`src/rtl/l1d_tlb_if.sv`:
```
// Bundles the L1D TLB's request/response channel and its page-walker channel.
// The TLB takes the slave view; the requester/walker side takes the master view.
interface l1d_tlb_if;
  logic        req_valid;
  logic [63:0] req_va;
  logic        req_ready;
  logic        rsp_valid;
  logic [63:0] rsp_pa;
  logic        rsp_fault;
  logic        rsp_dirty;
  logic        rsp_readable;
  logic        rsp_writable;
  logic        rsp_executable;
  logic        rsp_user;
  logic        walk_req;
  logic [63:0] walk_va;
  logic        walk_rsp_valid;
  logic [63:0] walk_paddr;
  logic        walk_fault;
  logic        walk_dirty;
  logic        walk_readable;
  logic        walk_writable;
  logic        walk_executable;
  logic        walk_user;
  logic [1:0]  walk_pgsize;

  modport slave (
    input  req_valid, req_va, walk_rsp_valid, walk_paddr, walk_fault, walk_dirty,
           walk_readable, walk_writable, walk_executable, walk_user, walk_pgsize,
    output req_ready, rsp_valid, rsp_pa, rsp_fault, rsp_dirty, rsp_readable,
           rsp_writable, rsp_executable, rsp_user, walk_req, walk_va
  );

  modport master (
    output req_valid, req_va, walk_rsp_valid, walk_paddr, walk_fault, walk_dirty,
           walk_readable, walk_writable, walk_executable, walk_user, walk_pgsize,
    input  req_ready, rsp_valid, rsp_pa, rsp_fault, rsp_dirty, rsp_readable,
           rsp_writable, rsp_executable, rsp_user, walk_req, walk_va
  );
endinterface

```
`src/rtl/l1d_tlb.sv`:
```
// Fully-associative L1D TLB with mixed page sizes (4K/64K/2M/1G), a single
// outstanding page walk, lowest-invalid/round-robin replacement and flush.
module l1d_tlb #(
  parameter int ENTRIES = 8
) (
  input  logic     clk,
  input  logic     reset,
  input  logic     clear_tlb,
  l1d_tlb_if.slave bus
);
  localparam int IW = $clog2(ENTRIES);

  typedef enum logic [2:0] {IDLE, LOOKUP, WALK, WAIT_RSP, FILL} state_t;

  state_t             r_state;
  logic [63:0]        r_va;
  logic [ENTRIES-1:0] r_valid;
  logic [26:0]        r_vpn    [ENTRIES];
  logic [43:0]        r_ppn    [ENTRIES];
  logic [1:0]         r_pgsize [ENTRIES];
  logic [4:0]         r_attr   [ENTRIES];
  logic [IW-1:0]      r_rr;
  logic               r_fill_kill;
  logic [63:12]       r_w_paddr;
  logic [1:0]         r_w_pgsize;
  logic [4:0]         r_w_attr;
  logic               r_w_fault;
  logic               r_rsp_valid;
  logic [63:0]        r_rsp_pa;
  logic               r_rsp_fault;
  logic [4:0]         r_rsp_attr;
  logic               r_walk_req;
  logic [63:0]        r_walk_va;

  logic               w_hit;
  logic [IW-1:0]      w_hit_idx;
  logic [63:0]        w_hit_pa;
  logic [IW-1:0]      w_victim;
  logic               w_use_rr;
  logic               w_unused;

  function automatic logic tag_eq(input logic [26:0] vpn, input logic [1:0] ps,
                                  input logic [26:0] va_vpn);
    case (ps)
      2'd0:    return vpn[26:18] == va_vpn[26:18];
      2'd1:    return vpn[26:9]  == va_vpn[26:9];
      2'd2:    return vpn        == va_vpn;
      default: return vpn[26:4]  == va_vpn[26:4];
    endcase
  endfunction

  always_comb begin
    w_hit     = 1'b0;
    w_hit_idx = '0;
    for (int unsigned i = 0; i < ENTRIES; i++) begin
      if (r_valid[i] && tag_eq(r_vpn[i], r_pgsize[i], r_va[38:12])) begin
        w_hit     = 1'b1;
        w_hit_idx = IW'(i);
      end
    end
  end

  // Superpage offsets above bit 11 come from the VA, not the stored PPN.
  always_comb begin
    w_hit_pa = {8'd0, r_ppn[w_hit_idx], r_va[11:0]};
    case (r_pgsize[w_hit_idx])
      2'd0:    w_hit_pa[29:12] = r_va[29:12];
      2'd1:    w_hit_pa[20:12] = r_va[20:12];
      2'd3:    w_hit_pa[15:12] = r_va[15:12];
      default: ;
    endcase
  end

  always_comb begin
    w_victim = r_rr;
    w_use_rr = 1'b1;
    for (int unsigned i = 0; i < ENTRIES; i++) begin
      if (!r_valid[i] && w_use_rr) begin
        w_victim = IW'(i);
        w_use_rr = 1'b0;
      end
    end
  end

  always_ff @(posedge clk) begin
    if (!reset) begin
      r_state     <= IDLE;
      r_valid     <= '0;
      r_rr        <= '0;
      r_fill_kill <= 1'b0;
      r_rsp_valid <= 1'b0;
      r_rsp_pa    <= '0;
      r_rsp_fault <= 1'b0;
      r_rsp_attr  <= '0;
      r_walk_req  <= 1'b0;
      r_walk_va   <= '0;
    end else begin
      r_rsp_valid <= 1'b0;
      r_walk_req  <= 1'b0;
      case (r_state)
        IDLE: begin
          if (bus.req_valid) begin
            r_va    <= bus.req_va;
            r_state <= LOOKUP;
          end
        end
        LOOKUP: begin
          if (w_hit && !clear_tlb) begin
            r_rsp_valid <= 1'b1;
            r_rsp_pa    <= w_hit_pa;
            r_rsp_fault <= 1'b0;
            r_rsp_attr  <= r_attr[w_hit_idx];
            r_state     <= IDLE;
          end else begin
            r_walk_req  <= 1'b1;
            r_walk_va   <= r_va;
            r_fill_kill <= 1'b0;
            r_state     <= WALK;
          end
        end
        WALK: begin
          if (clear_tlb) r_fill_kill <= 1'b1;
          r_state <= WAIT_RSP;
        end
        WAIT_RSP: begin
          if (clear_tlb) r_fill_kill <= 1'b1;
          if (bus.walk_rsp_valid) begin
            r_w_paddr  <= bus.walk_paddr[63:12];
            r_w_pgsize <= bus.walk_pgsize;
            r_w_fault  <= bus.walk_fault;
            r_w_attr   <= {bus.walk_dirty, bus.walk_readable, bus.walk_writable,
                           bus.walk_executable, bus.walk_user};
            r_state    <= FILL;
          end
        end
        FILL: begin
          r_rsp_valid <= 1'b1;
          r_rsp_fault <= r_w_fault;
          r_rsp_attr  <= r_w_fault ? '0 : r_w_attr;
          r_rsp_pa    <= r_w_fault ? '0 : {r_w_paddr, r_va[11:0]};
          if (!r_w_fault && !r_fill_kill && !clear_tlb) begin
            r_valid[w_victim]  <= 1'b1;
            r_vpn[w_victim]    <= r_va[38:12];
            r_ppn[w_victim]    <= r_w_paddr[55:12];
            r_pgsize[w_victim] <= r_w_pgsize;
            r_attr[w_victim]   <= r_w_attr;
            if (w_use_rr) r_rr <= r_rr + 1'b1;
          end
          r_state <= IDLE;
        end
        default: r_state <= IDLE;
      endcase
      // Placed after the case so a same-cycle flush overrides any fill.
      if (clear_tlb) r_valid <= '0;
    end
  end

  assign w_unused           = ^bus.walk_paddr[11:0];
  assign bus.req_ready      = (r_state == IDLE);
  assign bus.rsp_valid      = r_rsp_valid;
  assign bus.rsp_pa         = r_rsp_pa;
  assign bus.rsp_fault      = r_rsp_fault;
  assign bus.rsp_dirty      = r_rsp_attr[4];
  assign bus.rsp_readable   = r_rsp_attr[3];
  assign bus.rsp_writable   = r_rsp_attr[2];
  assign bus.rsp_executable = r_rsp_attr[1];
  assign bus.rsp_user       = r_rsp_attr[0];
  assign bus.walk_req       = r_walk_req;
  assign bus.walk_va        = r_walk_va;
endmodule

```
`src/flat_wrapper.sv`:
```
// flat-port wrapper written by rule: the top's interface ports become plain ports
module l1d_tlb_flat 
#(
  parameter int ENTRIES = 8
)
  (clk, reset, clear_tlb, bus_req_valid, bus_req_va, bus_walk_rsp_valid, bus_walk_paddr, bus_walk_fault, bus_walk_dirty, bus_walk_readable, bus_walk_writable, bus_walk_executable, bus_walk_user, bus_walk_pgsize, bus_req_ready, bus_rsp_valid, bus_rsp_pa, bus_rsp_fault, bus_rsp_dirty, bus_rsp_readable, bus_rsp_writable, bus_rsp_executable, bus_rsp_user, bus_walk_req, bus_walk_va);
  l1d_tlb_if bus_i ();
  input  logic clk;
  input  logic reset;
  input  logic clear_tlb;
  input wire logic [$bits(bus_i.req_valid)-1:0] bus_req_valid;
  input wire logic [$bits(bus_i.req_va)-1:0] bus_req_va;
  input wire logic [$bits(bus_i.walk_rsp_valid)-1:0] bus_walk_rsp_valid;
  input wire logic [$bits(bus_i.walk_paddr)-1:0] bus_walk_paddr;
  input wire logic [$bits(bus_i.walk_fault)-1:0] bus_walk_fault;
  input wire logic [$bits(bus_i.walk_dirty)-1:0] bus_walk_dirty;
  input wire logic [$bits(bus_i.walk_readable)-1:0] bus_walk_readable;
  input wire logic [$bits(bus_i.walk_writable)-1:0] bus_walk_writable;
  input wire logic [$bits(bus_i.walk_executable)-1:0] bus_walk_executable;
  input wire logic [$bits(bus_i.walk_user)-1:0] bus_walk_user;
  input wire logic [$bits(bus_i.walk_pgsize)-1:0] bus_walk_pgsize;
  output wire logic [$bits(bus_i.req_ready)-1:0] bus_req_ready;
  output wire logic [$bits(bus_i.rsp_valid)-1:0] bus_rsp_valid;
  output wire logic [$bits(bus_i.rsp_pa)-1:0] bus_rsp_pa;
  output wire logic [$bits(bus_i.rsp_fault)-1:0] bus_rsp_fault;
  output wire logic [$bits(bus_i.rsp_dirty)-1:0] bus_rsp_dirty;
  output wire logic [$bits(bus_i.rsp_readable)-1:0] bus_rsp_readable;
  output wire logic [$bits(bus_i.rsp_writable)-1:0] bus_rsp_writable;
  output wire logic [$bits(bus_i.rsp_executable)-1:0] bus_rsp_executable;
  output wire logic [$bits(bus_i.rsp_user)-1:0] bus_rsp_user;
  output wire logic [$bits(bus_i.walk_req)-1:0] bus_walk_req;
  output wire logic [$bits(bus_i.walk_va)-1:0] bus_walk_va;
  assign bus_i.req_valid = bus_req_valid;
  assign bus_i.req_va = bus_req_va;
  assign bus_i.walk_rsp_valid = bus_walk_rsp_valid;
  assign bus_i.walk_paddr = bus_walk_paddr;
  assign bus_i.walk_fault = bus_walk_fault;
  assign bus_i.walk_dirty = bus_walk_dirty;
  assign bus_i.walk_readable = bus_walk_readable;
  assign bus_i.walk_writable = bus_walk_writable;
  assign bus_i.walk_executable = bus_walk_executable;
  assign bus_i.walk_user = bus_walk_user;
  assign bus_i.walk_pgsize = bus_walk_pgsize;
  assign bus_req_ready = bus_i.req_ready;
  assign bus_rsp_valid = bus_i.rsp_valid;
  assign bus_rsp_pa = bus_i.rsp_pa;
  assign bus_rsp_fault = bus_i.rsp_fault;
  assign bus_rsp_dirty = bus_i.rsp_dirty;
  assign bus_rsp_readable = bus_i.rsp_readable;
  assign bus_rsp_writable = bus_i.rsp_writable;
  assign bus_rsp_executable = bus_i.rsp_executable;
  assign bus_rsp_user = bus_i.rsp_user;
  assign bus_walk_req = bus_i.walk_req;
  assign bus_walk_va = bus_i.walk_va;
  l1d_tlb #(.ENTRIES(ENTRIES)) u_core (.clk(clk), .reset(reset), .clear_tlb(clear_tlb), .bus(bus_i));
endmodule
```
`config.mk`:
```
export PLATFORM = sky130hd
export DESIGN_NAME = l1d_tlb_flat
export DESIGN_NICKNAME = d
export VERILOG_FILES = /design/src/rtl/l1d_tlb_if.sv /design/src/rtl/l1d_tlb.sv /design/src/flat_wrapper.sv
export SDC_FILE = /design/constraint.sdc
export NUM_CORES = 1
export LEC_CHECK = 0
export CORE_UTILIZATION = 30
export CTS_CLUSTER_DIAMETER = 150
export DETAILED_ROUTE_END_ITERATION = 10
export GPL_ROUTABILITY_DRIVEN = 0
export GPL_TIMING_DRIVEN = 1
export MAX_ROUTING_LAYER = met4
export PLACE_DENSITY_LB_ADDON = 0.2
export SETUP_SLACK_MARGIN = 0.15
export SYNTH_ARGS = -nofsm -noshare
export SYNTH_HDL_FRONTEND = slang
export SYNTH_SLANG_ARGS = --single-unit
```
`constraint.sdc`:
```
create_clock -name clk -period 26.6 [get_ports clk]
set_input_delay 3.99 -clock clk [delete_from_list [all_inputs] [get_ports clk]]
set_output_delay 3.99 -clock clk [all_outputs]
set_load 0.1 [all_outputs]
```
# Word-level counts from Yosys, hierarchy flattened
# Memories as Yosys holds them, arrays and structs flattened.
# Cells that the tools add are included.
# W data, S select, Z words.
# word_totals
regBits	275
ram_bits	624
inputBits	141
output_inout_bits	137
elab_cells	204
n_memories	4
# classes
add_sub_neg	1
order_cmp	2
n_eq_ne	59
mux	66
bitwise	3
reduce_logical	54
# memory_table
memory	words	word_bits	read_ports	rd_clocked_by_memory_dff	write_ports	line_no	text
u_core.r_ppn	8	44	1	0	1	l1d_tlb.sv:19	logic [43:0] r_ppn [ENTRIES];
u_core.r_vpn	8	27	8	0	1	l1d_tlb.sv:18	logic [26:0] r_vpn [ENTRIES];
u_core.r_attr	8	5	1	0	1	l1d_tlb.sv:21	logic [4:0] r_attr [ENTRIES];
u_core.r_pgsize	8	2	9	0	1	l1d_tlb.sv:20	logic [1:0] r_pgsize [ENTRIES];
# op_table
op	n
$eq A27 B27 Y1	8
$eq A23 B23 Y1	8
$eq A18 B18 Y1	8
$mux W64	2
$pmux W64 S2	1
$eq A9 B9 Y1	8
$mux W3	14
$mux W1	27
$pmux W1 S3	8
$logic_and A1 B1 Y1	19
$eq A2 B1 Y1 const B	9
$eq A2 B2 Y1 const B	9
$logic_not A2 Y1	9
$mux W5	3
$pmux W3 S4	1
$reduce_and A3 Y1	4
$logic_not A1 Y1	10
$pmux W5 S2	1
$reduce_and A2 Y1	5
$mux W9	1
$or A8 B8 Y8	1
$eq A3 B2 Y1 const B	2
$mux W2	3
$ne A2 B2 Y1 const B	3
other kinds (14)	21

# Logic depth before layout (Yosys ltp)
# logic_depth
depth_word	20
mapped_depth	16
mapped_depth_nobuf	11

# Least setup slack after synthesis
# OpenSTA, ideal clock, no wires.
# synth_timing
path_kind	in2reg
start	input port reset
end	register u_core.r_va[0] (enable)
setup_time_ns	0.666
t_arrival_ns	11.049
required_ns	25.934
path_slack_ns	14.885
cell_stages	3
path_buffers	1
cell_sequence	clkbuf_1 nand2_1 nor4b_1
# synth_via
elab_chain_cells	1
# synth_rtl
element	line_no	text
start: declaration	flat_wrapper.sv:9	input logic reset;
$reduce_and A3 Y1 (no line)	n/a	
end signal: assignment	l1d_tlb.sv:103	r_va <= bus.req_va;
end: declaration	l1d_tlb.sv:16	logic [63:0] r_va;
# Every way passes these cells.
# A chain may end at the register's enable or synchronous reset.

# Worst setup path in the final report
# layout_timing
start	register u_core.r_state[0]
end	output port bus_req_ready
# layout_via
elab_chain_cells	1
# layout_rtl
element	line_no	text
start: declaration	l1d_tlb.sv:15	state_t r_state;
start signal: assignment	l1d_tlb.sv:87	r_state <= IDLE;
start signal: assignment	l1d_tlb.sv:104	r_state <= LOOKUP;
start signal: assignment	l1d_tlb.sv:113	r_state <= IDLE;
$logic_not A3 Y1	l1d_tlb.sv:159	assign bus.req_ready = (r_state == IDLE);
end: declaration	flat_wrapper.sv:22	output wire logic [$bits(bus_i.req_ready)-1:0] bus_req_ready;
# Every way passes these cells.

==> run summary <==
The run gives 0 as the yosys synthesis warning count. The post-synthesis average cell area was 14.6 sq um. The overall die height works out to 345 um. The number of nets handed over by synthesis was 2,551. Sequential elements use 72.3% of the synthesized area. Once the floorplan was initialized, standard cells occupied 30.3% of the core. Area share of fa/ha/maj cells after synthesis: 0.0355%.

Start point of the worst min-delay path: u_core.bus.walk_va[12]. In this run the static leakage power is 13.6 nW. Across all hold checks on the routed design, the worst slack comes to 0.456 ns.

The floorplan has 125 rows. The post-synthesis cell area is 35,300 sq um. The run finished with clean final reports. In the routed design, unresolved DRC markers number 0.

Entering global routing, the biggest net connects 66 pins. The worst hold path passes through 2 cells. The total overflow left after global routing is 0. The worst path meets setup with 19.20 ns of slack.

For the worst setup path, the data arrival time is 3.41 ns. The share of layout cells above drive strength 1 came out at 11.2%. The number of buffers inserted by port buffering was 265. The number of synthesized flops with an enable pin works out to 748.

The synthesized netlist devotes 6.98% of its cell area to simple gates. The fraction of synthesized area in multiplexers is 4.07%. The worst setup path is captured at an output port. The endpoint identified for the worst register-to-register timing path is u_core.bus.rsp_pa[23]. After clock tree synthesis, the clock-pin slew on the worst setup and hold paths is 0.06 ns. For the pin with the worst max-slew slack, the measured transition is 1.14 ns. The run gives 21.09 ns as the reg2reg setup slack. The post-route antenna net violation count was 0. The startpoint identified for the worst register-to-register timing path is u_core.r_va[36]. The total half-perimeter wirelength after legalization and detailed placement is 58.7 mm. The later-pin clock latency in the skew report is 0.68 ns.

After technology mapping, the gate count stands at 2,409. The run gives 21,100 as the routed via count. The die covers 119,000 sq um. Setup repair after global routing left no endpoint under its margin. The critical path data required time is 22.61 ns. CTS placed an instance of sky130_fd_sc_hd__clkbuf_16 at the clock tree root.

The top flip-flop cell by instance count after synthesis is sky130_fd_sc_hd__edfxtp_1. From left edge to right edge, the die measures 345 um. Across every metal layer, demand over resource in global routing totals 16.8%. After the last flow step, the layout net total stands at 2,844.

For the worst-case vdd ir drop, the log shows 0.0000475 V. The critical path is of the reg -> out type. For the number of buffers created by CTS, the log shows 101. The dominant combinational cell family by area after synthesis is compound AO/OA/AOI/OAI gates. The final-report max-slew violation count was 0. The highest-delay cell along the critical path is sky130_fd_sc_hd__clkdlybuf4s50_1. Static timing analysis puts the maximum clock frequency at 135 MHz. After clock tree synthesis, the setup repair step added 0 buffers.

Walking the worst path, the cells encountered are nor3_1, clkdlybuf4s50_1. Dividing total power by cell area gives a power density of 70.9 nW/um^2. The initial antenna violation count was 6; the average detailed-routed wire length per instance was 22.6 um. The tools report the worst setup slack after placement as 18.97 ns. The area added between synthesis and finish is 21.6%. The number of levels the H-tree was split into was 3; the largest fanout of any net on the critical path was 23.

In this run, post-CTS repair resized a total of 0 instances. The synthesized netlist devotes 8.94% of its cell area to compound gates. The top-level port count came out at 278. STA classifies the critical path startpoint as a flop. The first global-routing pass estimated 143 mm of wire.

Across the routed clock network, the largest skew measured is 0.0228 ns. The clock passes through at most 3 buffers. Setup violations remaining at the end of the flow were counted as 0. The tools report the routed wire length as 97.7 mm. The tool flagged a number of max-cap violations equal to 0.

Setup total negative slack on the finished layout was measured at 0 ns. Total power for the finished layout comes to 3.04 mW. The final critical-path required period came out at 7.40 ns. The via count of the first global-routing pass is 21,800, and the core area is 116,000 sq um.

Fraction of the cycle the final worst path needs: 27.8%. TritonCTS built the clock tree. After detailed routing, the number of vias per cell comes to 4.89. The parity-gate share of the synthesized area counting xor and xnor cells works out to 5.44%. The number of distinct library cells after synthesis is 86. The critical path's largest stage delay is 1.27 ns, and the fraction of synthesis flops using an asynchronous set or reset pin is 0%. Before antenna repair, the detailed router went through 5 iterations.

The clock drives 899 sinks. For this design, the CTS-stage hold fixing added 0 buffers. For this run, the share of the core covered by cells in the final layout is 36.9%.

Path class of the lowest-slack min-delay path: reg -> reg. In this run, the number of DRC markers left after iteration 0 of detailed routing was 1,542. Hold violation total from the final report: 0. For hold timing, the worst endpoint is u_core.bus.walk_va[12]. Flip-flop and latch count after synthesis: 899. The worst pin sits at a relative slew slack of 24.1%. The number of cells on the worst reg-to-reg path is 13.
-- metrics by stage --
step                      instances  cell area (sq um)
after floorplan                2409              35300
after global placement         4123              39700
after detailed placement       4123              39700
after CTS                      4313              42900
after global routing           4315              42900
final                          4316              42900
-- registers in the layout, indices dropped and copies added (netlist names) --
name and count:
u_core.r_vpn 216, u_core.r_pgsize 16, u_core.bus.walk_req 1, u_core.r_w_paddr 52, u_core.r_w_fault 1, u_core.r_va 64
u_core.r_ppn 352, u_core.bus.rsp_pa 64, u_core.r_w_attr 5, u_core.r_state 3, u_core.r_rsp_attr 5, u_core.r_w_pgsize 2
u_core.bus.walk_va 64, u_core.bus.rsp_valid 1, u_core.r_rr 3, u_core.r_valid 8, u_core.r_fill_kill 1, u_core.bus.rsp_fault 1
u_core.r_attr 40
-- metal layers --
layer  wire length, um  GRT usage, %  up-vias  part of all wire (%)
met2             45900          26.7      642                    47
met1             43000          21.3    10600                    44
met4              2170          4.42        0                   2.2
met5                 0             -        -                     0
li1                  -             -     9655                     -
met3              6540          4.01      166                   6.7
-- cells in the mapped netlist, types with 10 or more instances --
cell                       count  share of area [%]
sky130_fd_sc_hd__nand4_1      36               0.64
sky130_fd_sc_hd__edfxtp_1    748                 64
sky130_fd_sc_hd__buf_4        20               0.43
sky130_fd_sc_hd__a21oi_1     160                2.3
sky130_fd_sc_hd__buf_2        45               0.64
sky130_fd_sc_hd__o221ai_1     21               0.52
sky130_fd_sc_hd__a211oi_1     10               0.21
sky130_fd_sc_hd__nor3_1       40               0.57
sky130_fd_sc_hd__o21ai_0      68               0.97
sky130_fd_sc_hd__mux2_2       35                1.1
sky130_fd_sc_hd__o211ai_1     11               0.23
sky130_fd_sc_hd__xor2_1       43                1.1
sky130_fd_sc_hd__nand3_1      24               0.34
sky130_fd_sc_hd__a221oi_1     20               0.50
sky130_fd_sc_hd__xnor2_1     174                4.3
sky130_fd_sc_hd__nand2_1     299                3.2
sky130_fd_sc_hd__buf_6        11               0.35
sky130_fd_sc_hd__a22oi_1      27               0.57
sky130_fd_sc_hd__o21ai_1      18               0.26
sky130_fd_sc_hd__nor2_1       78               0.83
sky130_fd_sc_hd__dfxtp_1     151                8.6
sky130_fd_sc_hd__clkbuf_1     53               0.56
sky130_fd_sc_hd__mux2i_1     104                3.0
sky130_fd_sc_hd__inv_1        16               0.17
sky130_fd_sc_hd__a32o_1       17               0.48
-- critical path, delay by kind of cell (launching register included) --
| kind | cells | cell delay, ns |
|---|---|---|
| AND/OR/NAND/NOR | 1 | 0.80 |
| flip-flops | 1 | 0.64 |
| buffers and inverters | 1 | 1.27 |
-- cells by family (layout without fill, tap and decap cells) --
kind of cell             count (synthesis)  in the layout
AO/OA/AOI/OAI                          455            455
XOR/XNOR                               218            218
adder cells (fa/ha/maj)                  1              1
buffers and inverters                  153            533
flip-flops                             899            899
multiplexers                           139            139
other                                    0              3
AND/OR/NAND/NOR                        544            544
-- layout by cell type, fill, tap and decap left out, drive strengths merged, types with 5 or more instances in the layout --
cell type and n:
nand3 25, or3 6, nor2b 7, nand2 300, a221oi 20, a311oi 5
nor3b 5, buf 63, edfxtp 748, mux2 35, a32o 17, dfxtp 151
inv 20, and3 8, o211ai 12, o21ai 87, o22ai 7, mux2i 104
o21bai 5, clkinv 28, o2111a 5, a22o 8, o32ai 12, nand4 36
clkbuf 156, nor4 9, o221ai 21, and3b 5, xnor2 175, a22oi 28
nand2b 7, xor2 43, a211oi 11, and2 5, nor2 81, a2111oi 6
nor3 43, a21oi 168, clkdlybuf4s50 263
-- power breakdown --
part	switching, mW	internal (mW)	total (mW)
logic	0.112	0.0487	0.161
registers	0.0115	1.53	1.54
clock network	0.560	0.781	1.34
-- worst max path at each step --
stage                     depth (start not counted)  slack, ns             end              start
after floorplan                                   3      14.88  u_core.r_va[0]              reset
after global placement                            6      19.08  u_core.r_va[3]              reset
after detailed placement                          6      18.97  u_core.r_va[3]              reset
after CTS                                         2      19.25   bus_req_ready  u_core.r_state[0]
after global routing                              2      19.21   bus_req_ready  u_core.r_state[0]
final                                             2      19.20   bus_req_ready  u_core.r_state[0]
-- final cells by class --
type | instances | area [sq um]
flip-flops and latches | 899 | 25500
multi-input cells | 1357 | 9110
diodes | 3 | 7.51
clock buffers | 156 | 2950
well taps | 1524 | 1910
repair buffers | 326 | 3100
inverters | 17 | 66.3
fillers | 11100 | 73500
clock inverters | 34 | 256
Note: power is estimated with default switching activity, not from simulation.
